<file path="config.mk">
export PLATFORM = sky130hd
export DESIGN_NAME = gp_trigger_sequencer
export DESIGN_NICKNAME = d
export VERILOG_FILES = /design/src/rtl/gp_engine_pkg.sv /design/src/rtl/gp_trig_edge_detect.sv /design/src/rtl/gp_trigger_sequencer.sv
export SDC_FILE = /design/constraint.sdc
export NUM_CORES = 1
export LEC_CHECK = 0
export ABC_AREA = 1
export BUFFER_PORTS_ARGS = -buffer_cell sky130_fd_sc_hd__buf_2
export CAP_MARGIN = 20
export CORE_MARGIN = 4
export CORE_UTILIZATION = 41
export DETAILED_ROUTE_END_ITERATION = 7
export PLACE_DENSITY = 0.71
export SLEW_MARGIN = 40
export SYNTH_ARGS = -nofsm -noshare
export SYNTH_HDL_FRONTEND = slang
export SYNTH_SLANG_ARGS = --single-unit
</file>
<file path="constraint.sdc">
create_clock -name i_clk -period 6.3 [get_ports i_clk]
set_input_delay 1.26 -clock i_clk [delete_from_list [all_inputs] [get_ports i_clk]]
set_output_delay 1.26 -clock i_clk [all_outputs]
set_load 0.05 [all_outputs]
</file>
<file path="src/rtl/gp_engine_pkg.sv">
// Shared types and constants for the GP engine trigger path: FSM states, config
// word field layout and the lowest-pending-source priority pick.
package gp_engine_pkg;

  localparam int unsigned NumSrc = 4;

  localparam int unsigned CfgEnBit   = 31;
  localparam int unsigned CfgRdWrBit = 30;
  localparam int unsigned CfgByteMsb = 23;
  localparam int unsigned CfgByteLsb = 16;
  localparam int unsigned CfgOffMsb  = 15;
  localparam int unsigned CfgOffLsb  = 0;

  typedef enum logic [2:0] {
    StIdle,
    StFetch,
    StFetchWait,
    StBackoff,
    StArmed,
    StIssue,
    StRdWait
  } gp_state_e;

  typedef struct packed {
    logic        en;
    logic        rd0_wr1;
    logic [5:0]  rsvd;
    logic [7:0]  wr_byte;
    logic [15:0] offset;
  } trig_cfg_t;

  // Lowest set index wins; returns 0 for an empty mask.
  function automatic logic [1:0] lowest_src(input logic [NumSrc-1:0] pend);
    lowest_src = 2'd0;
    for (int i = NumSrc - 1; i >= 0; i--) begin
      if (pend[i]) lowest_src = 2'(i);
    end
  endfunction

endpackage

</file>
<file path="src/rtl/gp_trig_edge_detect.sv">
// Registered rising-edge detect on the trigger inputs feeding a per-source pending
// vector; a new edge beats a same-cycle service clear, flush beats everything.
module gp_trig_edge_detect
  import gp_engine_pkg::*;
(
  input  logic              i_clk,
  input  logic              i_rstn,
  input  logic [NumSrc-1:0] trig_i,
  input  logic [NumSrc-1:0] arm_i,
  input  logic [NumSrc-1:0] clr_i,
  input  logic              flush_i,
  output logic [NumSrc-1:0] pend_o
);

  logic [NumSrc-1:0] trig_q;
  logic [NumSrc-1:0] pend_q;
  logic [NumSrc-1:0] pend_d;
  logic [NumSrc-1:0] rise;

  assign rise = trig_i & ~trig_q & arm_i;

  always_comb begin
    pend_d = (pend_q & ~clr_i) | rise;
    if (flush_i) pend_d = '0;
  end

  always_ff @(posedge i_clk or posedge i_rstn) begin
    if (i_rstn) begin
      trig_q <= '0;
      pend_q <= '0;
    end else begin
      trig_q <= trig_i;
      pend_q <= pend_d;
    end
  end

  assign pend_o = pend_q;

endmodule

</file>
<file path="src/rtl/gp_trigger_sequencer.sv">
// GP engine control FSM: fetches the four trigger configs from the register file,
// then issues one master transaction per armed trigger edge, lowest source first.
module gp_trigger_sequencer
  import gp_engine_pkg::*;
#(
  parameter int unsigned           DATA_WIDTH = 32,
  parameter int unsigned           ADDR_WIDTH = 32,
  parameter logic [ADDR_WIDTH-1:0] BASE_ADDR  = '0,
  parameter int unsigned           TIMEOUT    = 255,
  parameter int unsigned           RETRY_GAP  = 15
) (
  input  logic                  i_clk,
  input  logic                  i_rstn,
  input  logic                  i_en,
  input  logic                  i_cfg_update,
  input  logic [NumSrc-1:0]     i_trig,
  output logic                  reg_rd_en,
  input  logic                  reg_rd_valid,
  input  logic [DATA_WIDTH-1:0] rd_trig_s1_config,
  input  logic [DATA_WIDTH-1:0] rd_trig_s2_config,
  input  logic [DATA_WIDTH-1:0] rd_trig_s3_config,
  input  logic [DATA_WIDTH-1:0] rd_trig_s4_config,
  output logic                  mst_o_valid,
  output logic [ADDR_WIDTH-1:0] mst_o_addr,
  output logic [DATA_WIDTH-1:0] mst_o_wr_data,
  output logic                  mst_o_rd0_wr1,
  input  logic                  mst_i_ready,
  input  logic                  mst_i_rd_valid,
  input  logic [DATA_WIDTH-1:0] mst_i_rd_data,
  output logic [DATA_WIDTH-1:0] o_last_rd_data,
  output logic                  o_busy,
  output logic                  o_done,
  output logic                  o_err
);

  localparam logic [7:0] TimeoutLast = 8'(TIMEOUT - 1);
  localparam logic [7:0] RetryLast   = 8'(RETRY_GAP - 1);

  gp_state_e             state_q;
  trig_cfg_t             cfg_q [NumSrc];
  logic [7:0]            cnt_q;
  logic [1:0]            sel_q;
  logic                  upd_pend_q;
  logic                  busy_q;
  logic                  rd_en_q;
  logic                  valid_q;
  logic [ADDR_WIDTH-1:0] addr_q;
  logic [DATA_WIDTH-1:0] wdata_q;
  logic                  rdwr_q;
  logic [DATA_WIDTH-1:0] last_rd_q;
  logic                  done_q;
  logic                  err_q;

  logic [31:0]       cfg_words [NumSrc];
  logic [NumSrc-1:0] pend;
  logic [NumSrc-1:0] arm;
  logic [NumSrc-1:0] clr_vec;
  logic [NumSrc-1:0] sel_onehot;
  logic [1:0]        next_sel;
  trig_cfg_t         next_cfg;
  logic              issue_to;
  logic              rd_to;
  logic              unused_rsvd;

  assign cfg_words[0] = rd_trig_s1_config[31:0];
  assign cfg_words[1] = rd_trig_s2_config[31:0];
  assign cfg_words[2] = rd_trig_s3_config[31:0];
  assign cfg_words[3] = rd_trig_s4_config[31:0];

  for (genvar g = 0; g < NumSrc; g++) begin : g_arm
    assign arm[g] = cfg_q[g].en;
  end

  assign unused_rsvd = ^{cfg_q[0].rsvd, cfg_q[1].rsvd, cfg_q[2].rsvd, cfg_q[3].rsvd};

  assign next_sel   = lowest_src(pend);
  assign next_cfg   = cfg_q[next_sel];
  assign sel_onehot = NumSrc'(1) << sel_q;

  assign issue_to = (state_q == StIssue) && !mst_i_ready && (cnt_q == TimeoutLast);
  assign rd_to    = (state_q == StRdWait) && !mst_i_rd_valid && (cnt_q == TimeoutLast);

  // Service clear for the source in flight: on the accepting handshake or on a timeout.
  always_comb begin
    clr_vec = '0;
    if (((state_q == StIssue) && mst_i_ready) || issue_to || rd_to) clr_vec = sel_onehot;
  end

  gp_trig_edge_detect u_edge (
    .i_clk   (i_clk),
    .i_rstn  (i_rstn),
    .trig_i  (i_trig),
    .arm_i   (arm),
    .clr_i   (clr_vec),
    .flush_i (~i_en),
    .pend_o  (pend)
  );

  always_ff @(posedge i_clk or posedge i_rstn) begin
    if (i_rstn) begin
      state_q    <= StIdle;
      cnt_q      <= '0;
      sel_q      <= '0;
      upd_pend_q <= 1'b0;
      busy_q     <= 1'b0;
      rd_en_q    <= 1'b0;
      valid_q    <= 1'b0;
      addr_q     <= '0;
      wdata_q    <= '0;
      rdwr_q     <= 1'b0;
      last_rd_q  <= '0;
      done_q     <= 1'b0;
      err_q      <= 1'b0;
      for (int i = 0; i < NumSrc; i++) cfg_q[i] <= '0;
    end else if (!i_en) begin
      // Abort: outputs back to reset values, fetched configs are kept.
      state_q    <= StIdle;
      cnt_q      <= '0;
      sel_q      <= '0;
      upd_pend_q <= 1'b0;
      busy_q     <= 1'b0;
      rd_en_q    <= 1'b0;
      valid_q    <= 1'b0;
      addr_q     <= '0;
      wdata_q    <= '0;
      rdwr_q     <= 1'b0;
      last_rd_q  <= '0;
      done_q     <= 1'b0;
      err_q      <= 1'b0;
    end else begin
      done_q <= 1'b0;
      unique case (state_q)
        StIdle: begin
          state_q    <= StFetch;
          rd_en_q    <= 1'b1;
          busy_q     <= 1'b1;
          upd_pend_q <= 1'b0;
        end
        StFetch: begin
          rd_en_q <= 1'b0;
          state_q <= StFetchWait;
        end
        StFetchWait: begin
          if (reg_rd_valid) begin
            for (int i = 0; i < NumSrc; i++) cfg_q[i] <= trig_cfg_t'(cfg_words[i]);
            state_q <= StArmed;
          end else begin
            cnt_q   <= '0;
            state_q <= StBackoff;
          end
        end
        StBackoff: begin
          if (cnt_q == RetryLast) begin
            state_q    <= StFetch;
            rd_en_q    <= 1'b1;
            upd_pend_q <= 1'b0;
          end else begin
            cnt_q <= cnt_q + 8'd1;
          end
        end
        StArmed: begin
          if (upd_pend_q) begin
            state_q    <= StFetch;
            rd_en_q    <= 1'b1;
            upd_pend_q <= 1'b0;
          end else if (|pend) begin
            sel_q   <= next_sel;
            addr_q  <= BASE_ADDR + ADDR_WIDTH'(next_cfg.offset);
            wdata_q <= DATA_WIDTH'(next_cfg.wr_byte);
            rdwr_q  <= next_cfg.rd0_wr1;
            valid_q <= 1'b1;
            cnt_q   <= '0;
            state_q <= StIssue;
          end
        end
        StIssue: begin
          if (mst_i_ready) begin
            valid_q <= 1'b0;
            cnt_q   <= '0;
            if (rdwr_q) begin
              done_q  <= 1'b1;
              state_q <= StArmed;
            end else begin
              state_q <= StRdWait;
            end
          end else if (cnt_q == TimeoutLast) begin
            err_q   <= 1'b1;
            valid_q <= 1'b0;
            state_q <= StArmed;
          end else begin
            cnt_q <= cnt_q + 8'd1;
          end
        end
        StRdWait: begin
          if (mst_i_rd_valid) begin
            last_rd_q <= mst_i_rd_data;
            done_q    <= 1'b1;
            state_q   <= StArmed;
          end else if (cnt_q == TimeoutLast) begin
            err_q   <= 1'b1;
            state_q <= StArmed;
          end else begin
            cnt_q <= cnt_q + 8'd1;
          end
        end
        default: state_q <= StIdle;
      endcase
      // A request arriving while a fetch is being entered is kept for the next idle point.
      if (i_cfg_update) upd_pend_q <= 1'b1;
    end
  end

  assign reg_rd_en      = rd_en_q;
  assign mst_o_valid    = valid_q;
  assign mst_o_addr     = addr_q;
  assign mst_o_wr_data  = wdata_q;
  assign mst_o_rd0_wr1  = rdwr_q;
  assign o_last_rd_data = last_rd_q;
  assign o_busy         = busy_q;
  assign o_done         = done_q;
  assign o_err          = err_q;

endmodule
</file>
; ---- After elaboration in Yosys (flattened, before gate mapping)
; Index checks and enable logic that the tools add are counted.
[totals]
register_bits = 252
word_cells = 169
[classes]
addsub = 1
magnitude_cmp = 1
n_eq_ne = 30
shift = 1
mux = 73
bitwise_logic = 7
reduce_logical = 21
[op_table]
columns = op, count
row1 = 2-to-1 mux 32 bit, 11
row2 = binary-select mux 32 bit (select 2 bit), 1
row3 = 2-to-1 mux 8 bit, 8
row4 = 2-to-1 mux 31 bit, 2
row5 = case mux 8 bit (5 select lines), 1
row6 = 2-to-1 mux 1 bit, 25
row7 = 2-to-1 mux 3 bit, 8
row8 = "inequality test 3 bit, second input constant", 8
row9 = case mux 3 bit (7 select lines), 1
row10 = 2-to-1 mux 2 bit, 9
row11 = bitwise AND 4 bit, 3
row12 = AND reduction 3 bit, 4
row13 = "inequality test 2 x 1 -> 1 bit, second input constant", 5
row14 = "== test 3 bit, second input constant", 3
row15 = "adder 8 x 1 -> 8 bit, second input constant", 1
row16 = "== test 8 x 4 -> 1 bit, second input constant", 1
row17 = "== test 8 bit, second input constant", 1
row18 = 2-to-1 mux 4 bit, 2
row19 = "inequality test 4 bit, second input constant", 2
row20 = NOT 4 bit, 2
row21 = case mux 1 bit (2 select lines), 4
row22 = "== test 3 x 2 -> 1 bit, second input constant", 2
row23 = "inequality test 3 x 1 -> 1 bit, second input constant", 2
row24 = "inequality test 6 x 1 -> 1 bit, second input constant", 1
row25 = other kinds (19), 27

; ---- Longest topological paths before layout
; Gate-level depths: netlist of run 1.
[depth]
ltp_word = 12
mapped_depth = 11
mapped_depth_nobuf = 11

; ---- Hierarchy
; A second synthesis of run 1 with hierarchy kept.
[hier_totals]
cells_unflattened = 899
hier_area_um2 = 9103.7
[modules_own_cells]
columns = mod, instances, cells_per_inst, area_each_um2, seq_area_each_um2
row1 = gp_trigger_sequencer, 1, 870, 8814.7, 4504.3
row2 = gp_trig_edge_detect, 1, 29, 289.0, 200.2

; ---- Worst setup path before layout of run 1
; Ideal clock, no wire load.
[synth_path]
path_kind = input-to-reg
start = input port i_en
end = register addr_q[15] (netlist: mst_o_addr[15])
setup_ps = 67
arrival_ps = 2132
required_ps = 6233
slack_ps = 4101
path_stages = 6
path_cell_list = inv_1 > clkbuf_1 > nor3_4 > buf_4 > nand3_1 > nand2_1
[synth_between]
elab_chain_len = 2
[synth_lines]
columns = element, line_no
row1 = from (decl), gp_trigger_sequencer.sv:14  ; input logic i_en,
row2 = inequality test 2 x 1 -> 1 bit (no source line) or inequality test 2 bit (tied branches), --
row3 = AND reduction 3 bit (no source line), --
row4 = to (signal assigned), gp_trigger_sequencer.sv:168  ; addr_q <= BASE_ADDR + ADDR_WIDTH'(next_cfg.offset);
row5 = to (decl), gp_trigger_sequencer.sv:47  ; logic [ADDR_WIDTH-1:0] addr_q;
; Parallel ways exist; a longest one is shown, timed or not.
; A chain may end at the register's enable or synchronous reset.

; ---- Final worst setup path of run 1
[layout_path]
start = input port i_en
end = register cfg_q[107] (netlist name)
[layout_between]
elab_chain_len = 1
[layout_lines]
columns = element
row1 = AND reduction 3 bit (no source line)
; Every way passes these cells.

==> run_results.csv, run 1 <==
group,metric,value,unit
placement,io_buffers,208,
power,p_int,0.00271,W
route,wirelength,22000,um
setup_path,cp_slowest_stage_delay,570,ps
yosys,ys_ff_latch,188,
yosys,synth_cells,891,
power,switchingPower,0.00123,W
route,antenna_left,0,
placement,dp_hpwl,14800,um
clock_network,root_buffer,"clkbuf_16",
final_layout,fin_nets,1255,
clock_network,cts-hold-fix-buffers,0,
power,switching_share,31.2,%
timing,rsz0062_at_grt,"no",
power,peakVddDrop,0.193,mV
yosys,synth_edf_count,0,
setup_path,worstSetupStartpoint,"i_en",
yosys,ys_top_cells_by_area,"dfrtp_1 53%, mux2_4 10%, nand3_1 8.4%",
setup_path,path_class,"in -> reg",
setup_path,path_common_cell,"buf_6",
final_layout,seq_area,4700,um2
placement,place_area,10100,um2
die,die_y,156,um
timing,finalCritPeriodShare,49.7,%
die,pin_count,273,
setup_path,r2r-start,"state_q[2]",
die,num_rows,53,
yosys,synth_top_area_share,52.5,%
setup_path,path_max_fanout,68,
clock_network,h-tree-depth,4,
grt,antenna_found_initial,6,
route,wl_per_cell,16.0,um
timing,worst_slew_pin_slew,793,ps
timing,setup_ws,3170,ps
final_layout,fin_util,50.4,%
timing,slew_headroom,47.2,%
die,core-area,21200,um2
run_status,status,"finished, final reports clean",
grt,grt_pass1_wl,35500,um
power,seqPwrFrac,44.6,%
placement,gp_congestion,0.866,
final_layout,fin_area,10700,um2
setup_path,r2r_end,"cfg_q[107]",
placement,dp_slack,2280,ps
grt,overflow,0,
yosys,ys_warn_count,0,
power,pwr-share-comb,28.2,%
route,via_count,6781,
timing,finalHoldViolCount,0,
yosys,synth_top_area_cell,"dfrtp_1",
setup_path,arrival,3430,ps
route,drtIter0Drc,396,
yosys,syn_area,8950,um2
timing,setup_viol,0,
clock_network,cts.clk_slew.worst_paths,70,ps
yosys,avgSynthCellArea,10.0,um2
grt,grt.total_usage,18.3,%
setup_path,start_kind,"input port",
clock_network,cts_resized,0,
clock_network,cts_tree,"yes",
final_layout,antenna_cells,0,
setup_path,end_kind,"register",
yosys,ys_types,35,
route,drc,0,
power,leakagePower,5.86,nW
yosys,ys_seq_area_share,52.5,%
route,dr.pass1.iters,5,
clock_network,insertion_delay,420,ps
grt,grt_max_degree,150,
route,vias_per_cell,4.95,
clock_network,cts.sinks,188,
timing,fin_crit,3130,ps
power,power_density,367,nW/um2
flow_run,maxCapViolations,0,
timing,slew_violations,0,
setup_path,r2r_setup_slack,3890,ps
timing,fin_setup_tns,0,ps
grt,grt_pass1_vias,6839,
die,die_area,24300,um2
setup_path,crit_slowest_cell,"buf_6",
final_layout,drive_gt1_share,33.4,%
clock_network,postCtsSetupBuffers,0,
clock_network,clk_path_buf_depth,2,
setup_path,rr_worst_depth,5,
yosys,async_flop_share,100,%
timing,fin_worst_skew,7.39,ps
setup_path,crit_end,"cfg_q[107]",
final_layout,fillerInstances,1986,
final_layout,multi_input_area,3650,um2
timing,max_clock_freq,320,MHz
die,die_x,156,um
setup_path,worstPathRequired,6600,ps
setup_path,crit_chain,"buf_2 -> buf_4 -> nand4_4 -> buf_6 -> buf_6 -> mux2_2",
final_layout,areaGrowthSynthToFinish,19.5,%
die,start_util,42.2,%
yosys,synth_ff_type,"dfrtp_1",
clock_network,cts_buffers,17,
power,p_clk_share,27.2,%
worst_hold_path,min_path_type,"reg -> reg",
## cells by family after synthesis
logic type | after synthesis | synth area share (%)
simple gates | 388 | 19.1
flops | 188 | 52.5
buf+inv | 146 | 8.61
mux | 104 | 15.6
compound gates | 58 | 3.47
xor+xnor | 4 | 0.391
fa+ha+maj | 2 | 0.279
other cells | 1 | 0.0419
## routing by layer
metal / part of all wire [%] / up-vias / global-route usage (%)
met5: 0.35 / - / 0
met4: 0.89 / 12 / 3.79
met3: 9.3 / 26 / 6.80
met2: 49 / 259 / 31.2
met1: 41 / 3241 / 22.4
li1: - / 3243 / -
## cell type report
| class | instances | area share [%] |
|---|---|---|
| clock inverters | 12 | 1.18 |
| inverters | 62 | 2.25 |
| clock buffers | 20 | 4.36 |
| well taps | 275 | 3.22 |
| multi-input cells | 596 | 34.2 |
| repair buffers | 217 | 10.9 |
| flip-flops and latches | 188 | 44.0 |
## flip-flops by register name, indices dropped and copies added, names as in the netlist
name,count
sel_q,2
u_edge.pend_o,4
o_last_rd_data,32
o_err,1
state_q,3
reg_rd_en,1
o_done,1
upd_pend_q,1
u_edge.trig_q,4
mst_o_valid,1
mst_o_rd0_wr1,1
mst_o_wr_data,8
o_busy,1
arm,4
cfg_q,100
cnt_q,8
mst_o_addr,16
## worst max-delay path: cells and delay by family
| kind | cells | cell delay (ps) |
|---|---|---|
| buffers and inverters | 4 | 1520 |
| muxes | 1 | 410 |
| and+or+nand+nor | 1 | 190 |
## Yosys cell counts (6+ instances only)
cell type and n:
a21oi_1 8, buf_2 10, buf_4 42, buf_6 7
clkbuf_1 22, dfrtp_1 188, inv_1 60, mux2_2 44
mux2_4 60, nand2_1 199, nand3_1 150, nand3b_1 6
nor2_1 24, o21ai_0 40
## worst min path at each step
stage	start	end	slack (ps)	cells after the start
6_report	o_err	o_err	470	2
5_1_grt	o_err	o_err	490	2
4_1_cts	o_err	o_err	480	2
3_5_place_dp	o_err	o_err	460	2
3_3_place_gp	o_err	o_err	460	2
2_1_floorplan	cfg_q[69]	cfg_q[69]	480	1
## power by group through the flow
stage	combinational (W)	clock [W]	sequential [W]
3_3_place_gp	0.00108	0	0.00176
2_1_floorplan	0.000892	0	0.00175
5_1_grt	0.00123	0.00116	0.00180
3_5_place_dp	0.00112	0	0.00177
4_1_cts	0.00112	0.00111	0.00175
6_report	0.00111	0.00107	0.00175
## layout by cell type (no fill, tap or decap), types with 6 or more instances in the layout
cell type / synthesis / layout
a21oi_1: 8 / 8
buf_2: 10 / 208
clkbuf_16: 0 / 17
conb_1: 1 / 40
dfrtp_1: 188 / 188
inv_1: 60 / 59
mux2_2: 44 / 44
mux2_4: 60 / 60
nand2_1: 199 / 196
nand3_1: 150 / 149
nand3b_1: 6 / 6
nor2_1: 24 / 24
o21ai_0: 40 / 40
## through the flow
step | power [W] | std cells | hold slack, ps
global placement | 0.00284 | 1336 | 456
global route | 0.00419 | 1370 | 490
floorplan | 0.00264 | 930 | 480
detailed placement | 0.00289 | 1337 | 462
CTS | 0.00399 | 1369 | 480
finish | 0.00393 | 1370 | 473
(Power assumes the default switching activity.)
==> inputs of run 2 (changes only) <==
ABC_AREA = 0   (was 1)
PLACE_DENSITY = 0.69   (was 0.71)
clock period = 3 ns   (was 6.3 ns; I/O delays follow)
==> run 2 against run 1 <==
  * Sequential power is 100% higher
  * Global-route usage is 1.8 points lower
  * Via count is 17% lower
  * Hold slack worse by 350 ps
  * Total power is 91% higher
  * Clock power is 110% higher
  * Synthesized area is 5.9% lower
  * First-iteration DRC count is 42% lower
  * Critical path type is now reg -> reg
  * Largest cell class unchanged
  * Highest routed layer unchanged
==> run_results.csv, run 2 <==
group,metric,value,unit
route,via_count,5604,
grt,met2_usage,26.0,%
power,peakVddDrop,0.370,mV
yosys,synth_edf_count,0,
setup_path,worstPathRequired,3310,ps
die,pin_count,273,
grt,overflow,0,
timing,fin_worst_skew,8.61,ps
yosys,ys_types,57,
power,leakagePower,5.01,nW
final_layout,fin_nets,978,
die,die_area,22900,um2
power,totalPowerFinal,0.00752,W
timing,slew_headroom,59.2,%
worst_hold_path,min_path_type,"in -> async",
timing,max_clock_freq,473,MHz
final_layout,largest_reg_flops,100,
yosys,ys_seq_area_share,55.9,%
die,die_y,151,um
placement,dp_cells,1056,
final_layout,final_common_cell,"buf_2",
grt,gr-usage-met1,21.2,%
route,wl_per_cell,17.2,um
clock_network,cts_resized,0,
setup_path,end_kind,"register",
setup_path,path_max_fanout,28,
setup_path,start_kind,"register",
final_layout,drive_gt1_share,41.1,%
clock_network,cts-hold-fix-buffers,0,
die,die_x,151,um
final_layout,layout_common_cells,"208 x buf_2, 188 x dfrtp_1, 60 x mux2_1, 59 x a22o_1, 44 x mux2_2",
yosys,async_flop_share,100,%
final_layout,fin_util,50.7,%
setup_path,path_class,"reg -> reg",
grt,antenna_found_initial,2,
clock_network,clk_path_buf_depth,2,
setup_path,r2r_setup_slack,890,ps
clock_network,postCtsSetupBuffers,0,
grt,use_met3,6.46,%
yosys,ys_ff_latch,188,
grt,grt_pass1_wl,29500,um
clock_network,root_buffer,"clkbuf_16",
route,drc,0,
yosys,synth_top_area_cell,"dfrtp_1",
timing,rsz0062_at_grt,"no",
route,drtIter0Drc,229,
grt,grt.total_usage,16.5,%
placement,io_buffers,208,
clock_network,h-tree-depth,4,
clock_network,insertion_delay,420,ps
clock_network,cts_tree,"yes",
yosys,synth_ff_type,"dfrtp_1",
timing,worst_slew_pin_slew,609,ps
grt,busiest_layer,"met2",
yosys,avgSynthCellArea,14.2,um2
timing,slew_violations,0,
yosys,ys_warn_count,0,
die,core-area,20200,um2
yosys,synth_top_area_share,55.9,%
route,dr.pass1.iters,4,
run_status,status,"finished, final reports clean",
grt,grt_pass1_vias,5700,
setup_path,arrival,2430,ps
flow_run,maxCapViolations,0,
route,wirelength,18700,um
placement,dp_hpwl,13000,um
timing,finalCritPeriodShare,70.5,%
final_layout,areaGrowthSynthToFinish,21.9,%
yosys,syn_area,8420,um2
timing,finalHoldViolCount,0,
final_layout,regMostFlops,"cfg_q",
die,start_util,41.6,%
grt,grt_max_degree,77,
route,vias_per_cell,5.15,
timing,fin_crit,2110,ps
yosys,synth_cells,594,
die,num_rows,52,
final_layout,fillerInstances,1745,
yosys,ys_top_cells_by_area,"dfrtp_1 56%, mux2_1 8.0%, a22o_1 6.1%",
yosys,synth_most_common_cell,"dfrtp_1",
timing,setup_viol,0,
power,power_density,732,nW/um2
clock_network,cts_buffers,17,
clock_network,cts.sinks,188,
clock_network,cts.clk_slew.worst_paths,80,ps
yosys,synth_common_cells,"188 x dfrtp_1, 60 x mux2_1, 59 x a22o_1",
placement,gp_congestion,0.858,
route,antenna_left,0,
final_layout,stdcell_count,1089,
run 2: cell types whose count changed in the layout (fill, tap and decap cells not counted), moves of 9 or more:
cell / previous run / this run
nand3_1: 149 / 3
mux2_4: 60 / 0
buf_4: 4 / 13
nand2_1: 196 / 16
o21ai_0: 40 / 12
mux2_1: 0 / 60
mux4_2: 0 / 17
inv_1: 59 / 4
a21oi_1: 8 / 19
a22o_1: 0 / 59
run 2: power by group:
group / total, W / internal, W / switching, W
clock: 0.00228 / 0.00115 / 0.00113
sequential: 0.00357 / 0.00323 / 0.000335
combinational: 0.00167 / 0.000941 / 0.000728
run 2: area by class of cell:
type                    instances  area (um2)  share of cell area [%]
clock inverters                14         170                    1.66
flip-flops and latches        188        4700                    45.8
multi-input cells             364        3320                    32.4
diodes                          1        2.50                  0.0244
inverters                       7        30.0                   0.293
well taps                     270         338                    3.29
clock buffers                  18         439                    4.28
repair buffers                227        1260                    12.3
run 2: path summary, 6_finish.rpt:
check / from / end / cells past startpoint
min reg2reg: cfg_q[82] / cfg_q[82] / 1
max in group asynchronous: i_rstn / o_last_rd_data[17] / 3
min: i_rstn / cfg_q[87] / 2
max: state_q[2] / cfg_q[32] / 4
min in group i_clk: i_trig[1] / u_edge.trig_q[1] / 1
max reg2reg: state_q[2] / cfg_q[32] / 4
run 2: worst max-delay path: stages, from the launching register on:
cell,delay [ps]
dfrtp_1,580
nand2b_1,290
nor3_4,490
buf_12,270
mux2_2,350
run 2: kinds of logic (layout without fill, tap and decap cells):
| family | count (synthesis) | in the layout | synth area share, % |
|---|---|---|---|
| flops | 188 | 188 | 55.9 |
| mux | 129 | 129 | 20.9 |
| simple gates | 70 | 70 | 4.83 |
| fa+ha+maj | 2 | 2 | 0.297 |
| buf+inv | 81 | 266 | 6.73 |
| compound gates | 122 | 122 | 11.2 |
| xor+xnor | 1 | 1 | 0.104 |
| other cells | 1 | 41 | 0.0445 |
run 2: routing by layer:
metal / wire length [um] / part of all wire [%]
met2: 8990 / 48
met3: 1820 / 9.7
met5: 7 / 0.037
met1: 7650 / 41
met4: 223 / 1.2
run 2: metrics by stage:
step / setup TNS (ps) / hold WS [ps] / instance area (um2) / setup WS [ps]
2_1_floorplan: -3850 / 449 / 8570 / -20.5
3_3_place_gp: 0 / 460 / 9650 / 631
3_5_place_dp: 0 / 471 / 9650 / 612
4_1_cts: 0 / 108 / 10300 / 881
5_1_grt: 0 / 113 / 10300 / 773
6_report: 0 / 128 / 10300 / 886
==> inputs of run 3 (changes only) <==
clock period = 1.95 ns   (was 3 ns; I/O delays follow)
==> run 3 against run 2 <==
  * First-iteration DRC count increased by 0.44%
  * Clock-buffer cell count decreased by 1
  * Worst setup slack got worse by 810 ps
==> run_results.csv, run 3 (same netlist as run 2, synthesis figures left out) <==
group,metric,value,unit
run_status,status,"finished, final reports clean",
final_layout,areaGrowthSynthToFinish,25.3,%
grt,overflow,0,
power,peakVddDrop,0.645,mV
grt,grt_max_degree,61,
timing,finalCritPeriodShare,95.9,%
final_layout,fin_util,52.2,%
setup_path,start_kind,"register",
die,num_rows,52,
final_layout,antenna_cells,0,
setup_path,arrival,2200,ps
final_layout,fin_nets,1004,
clock_network,cts_buffers,17,
flow_run,maxCapViolations,0,
timing,finalHoldViolCount,0,
power,leakagePower,5.14,nW
route,dr.pass1.iters,4,
placement,dp_hpwl,13400,um
timing,fin_setup_tns,0,ps
route,vias_per_cell,5.08,
final_layout,regMostFlops,"cfg_q",
timing,slew_violations,0,
worst_hold_path,holdPathEnd,"u_edge.trig_q[0]",
route,drtIter0Drc,230,
setup_path,rr_worst_depth,5,
grt,grt_pass1_wl,29500,um
clock_network,cts.clk_slew.worst_paths,80,ps
placement,gp_congestion,0.878,
setup_path,path_class,"reg -> reg",
final_layout,largest_reg_flops,100,
die,die_area,22900,um2
setup_path,worstSetupStartpoint,"u_edge.pend_o[1]",
timing,fin_crit,1870,ps
clock_network,h-tree-depth,4,
die,die_y,151,um
setup_path,worstPathRequired,2280,ps
clock_network,root_buffer,"clkbuf_16",
worst_hold_path,min_path_type,"in -> reg",
timing,max_clock_freq,535,MHz
timing,setup_ws,80.1,ps
die,pin_count,273,
worst_hold_path,whs_path_depth,1,
final_layout,stdcell_count,1113,
final_layout,fin_area,10600,um2
placement,place_area,9900,um2
die,core-area,20200,um2
setup_path,r2r-start,"u_edge.pend_o[1]",
clock_network,cts_tree,"yes",
grt,grt_pass1_vias,5629,
timing,rsz0062_at_grt,"yes",
route,via_count,5656,
setup_path,r2r_end,"mst_o_wr_data[2]",
die,die_x,151,um
setup_path,end_kind,"register",
final_layout,layout_common_cells,"208 x buf_2, 185 x dfrtp_1, 60 x mux2_1, 59 x a22o_1, 44 x mux2_2",
final_layout,drive_gt1_share,43.3,%
route,wirelength,18800,um
route,wl_per_cell,16.9,um
die,start_util,41.6,%
timing,fin_worst_skew,13.8,ps
final_layout,final_common_cell,"buf_2",
setup_path,r2r_setup_slack,80,ps
setup_path,path_max_fanout,11,
clock_network,clk_path_buf_depth,2,
route,drc,0,
grt,grt.total_usage,16.5,%
worst_hold_path,hold_start,"i_trig[0]",
route,antenna_left,0,
clock_network,insertion_delay,430,ps
placement,io_buffers,208,
grt,antenna_found_initial,0,
timing,setup_viol,0,
power,power_density,1110,nW/um2
placement,dp_slack,55.4,ps
placement,dp_cells,1079,
clock_network,cts.sinks,188,
run 3: through the flow:
step                      total power (W)  hold slack [ps]
after floorplan                   0.00759              421
after global placement            0.00816              447
after detailed placement          0.00827              451
after CTS                          0.0118             56.5
after global routing               0.0124             58.3
final                              0.0117             83.6
run 3: where the power goes:
part	leakage, nW	switching [W]	internal [W]
combinational	2.43	0.00114	0.00156
clock	0.287	0.00167	0.00184
sequential	2.43	0.000521	0.00498
run 3: routing by layer:
metal | wire, um | track usage (%) | vias up
met4 | 237 | 4.67 | 0
met2 | 8980 | 25.7 | 201
met5 | 0 | 0 | -
met3 | 1630 | 5.92 | 19
li1 | - | - | 2612
met1 | 7990 | 22.0 | 2824
run 3: what timing repair did:
action                     CTS  global route
gates resized for setup      0             6
hold endpoints to repair    12             0
hold buffers                 1             0
setup endpoints to repair    0            41
buffers inserted             0             1
run 3: worst max-delay path: stages (launching register included):
cell,delay (ps)
dfrtp_2,460
nor3_4,290
buf_6,150
clkbuf_16,170
mux4_2,490
a22o_1,200
run 3: worst max path at each step:
stage                            end  slack, ps
floorplan                     arm[0]       -860
global placement      mst_o_addr[13]         80
detailed placement    mst_o_addr[12]         60
CTS                   mst_o_addr[12]         40
global route                cnt_q[0]        -20
finish              mst_o_wr_data[2]         80
run 3: cell type report:
cell class | count | area [um2]
clock inverter | 14 | 171
timing repair buffer | 253 | 1550
tap | 270 | 338
clock buffer | 17 | 425
multi-input combinational | 364 | 3330
inverter | 7 | 30.0
fill | 1775 | 9680
sequential | 188 | 4710
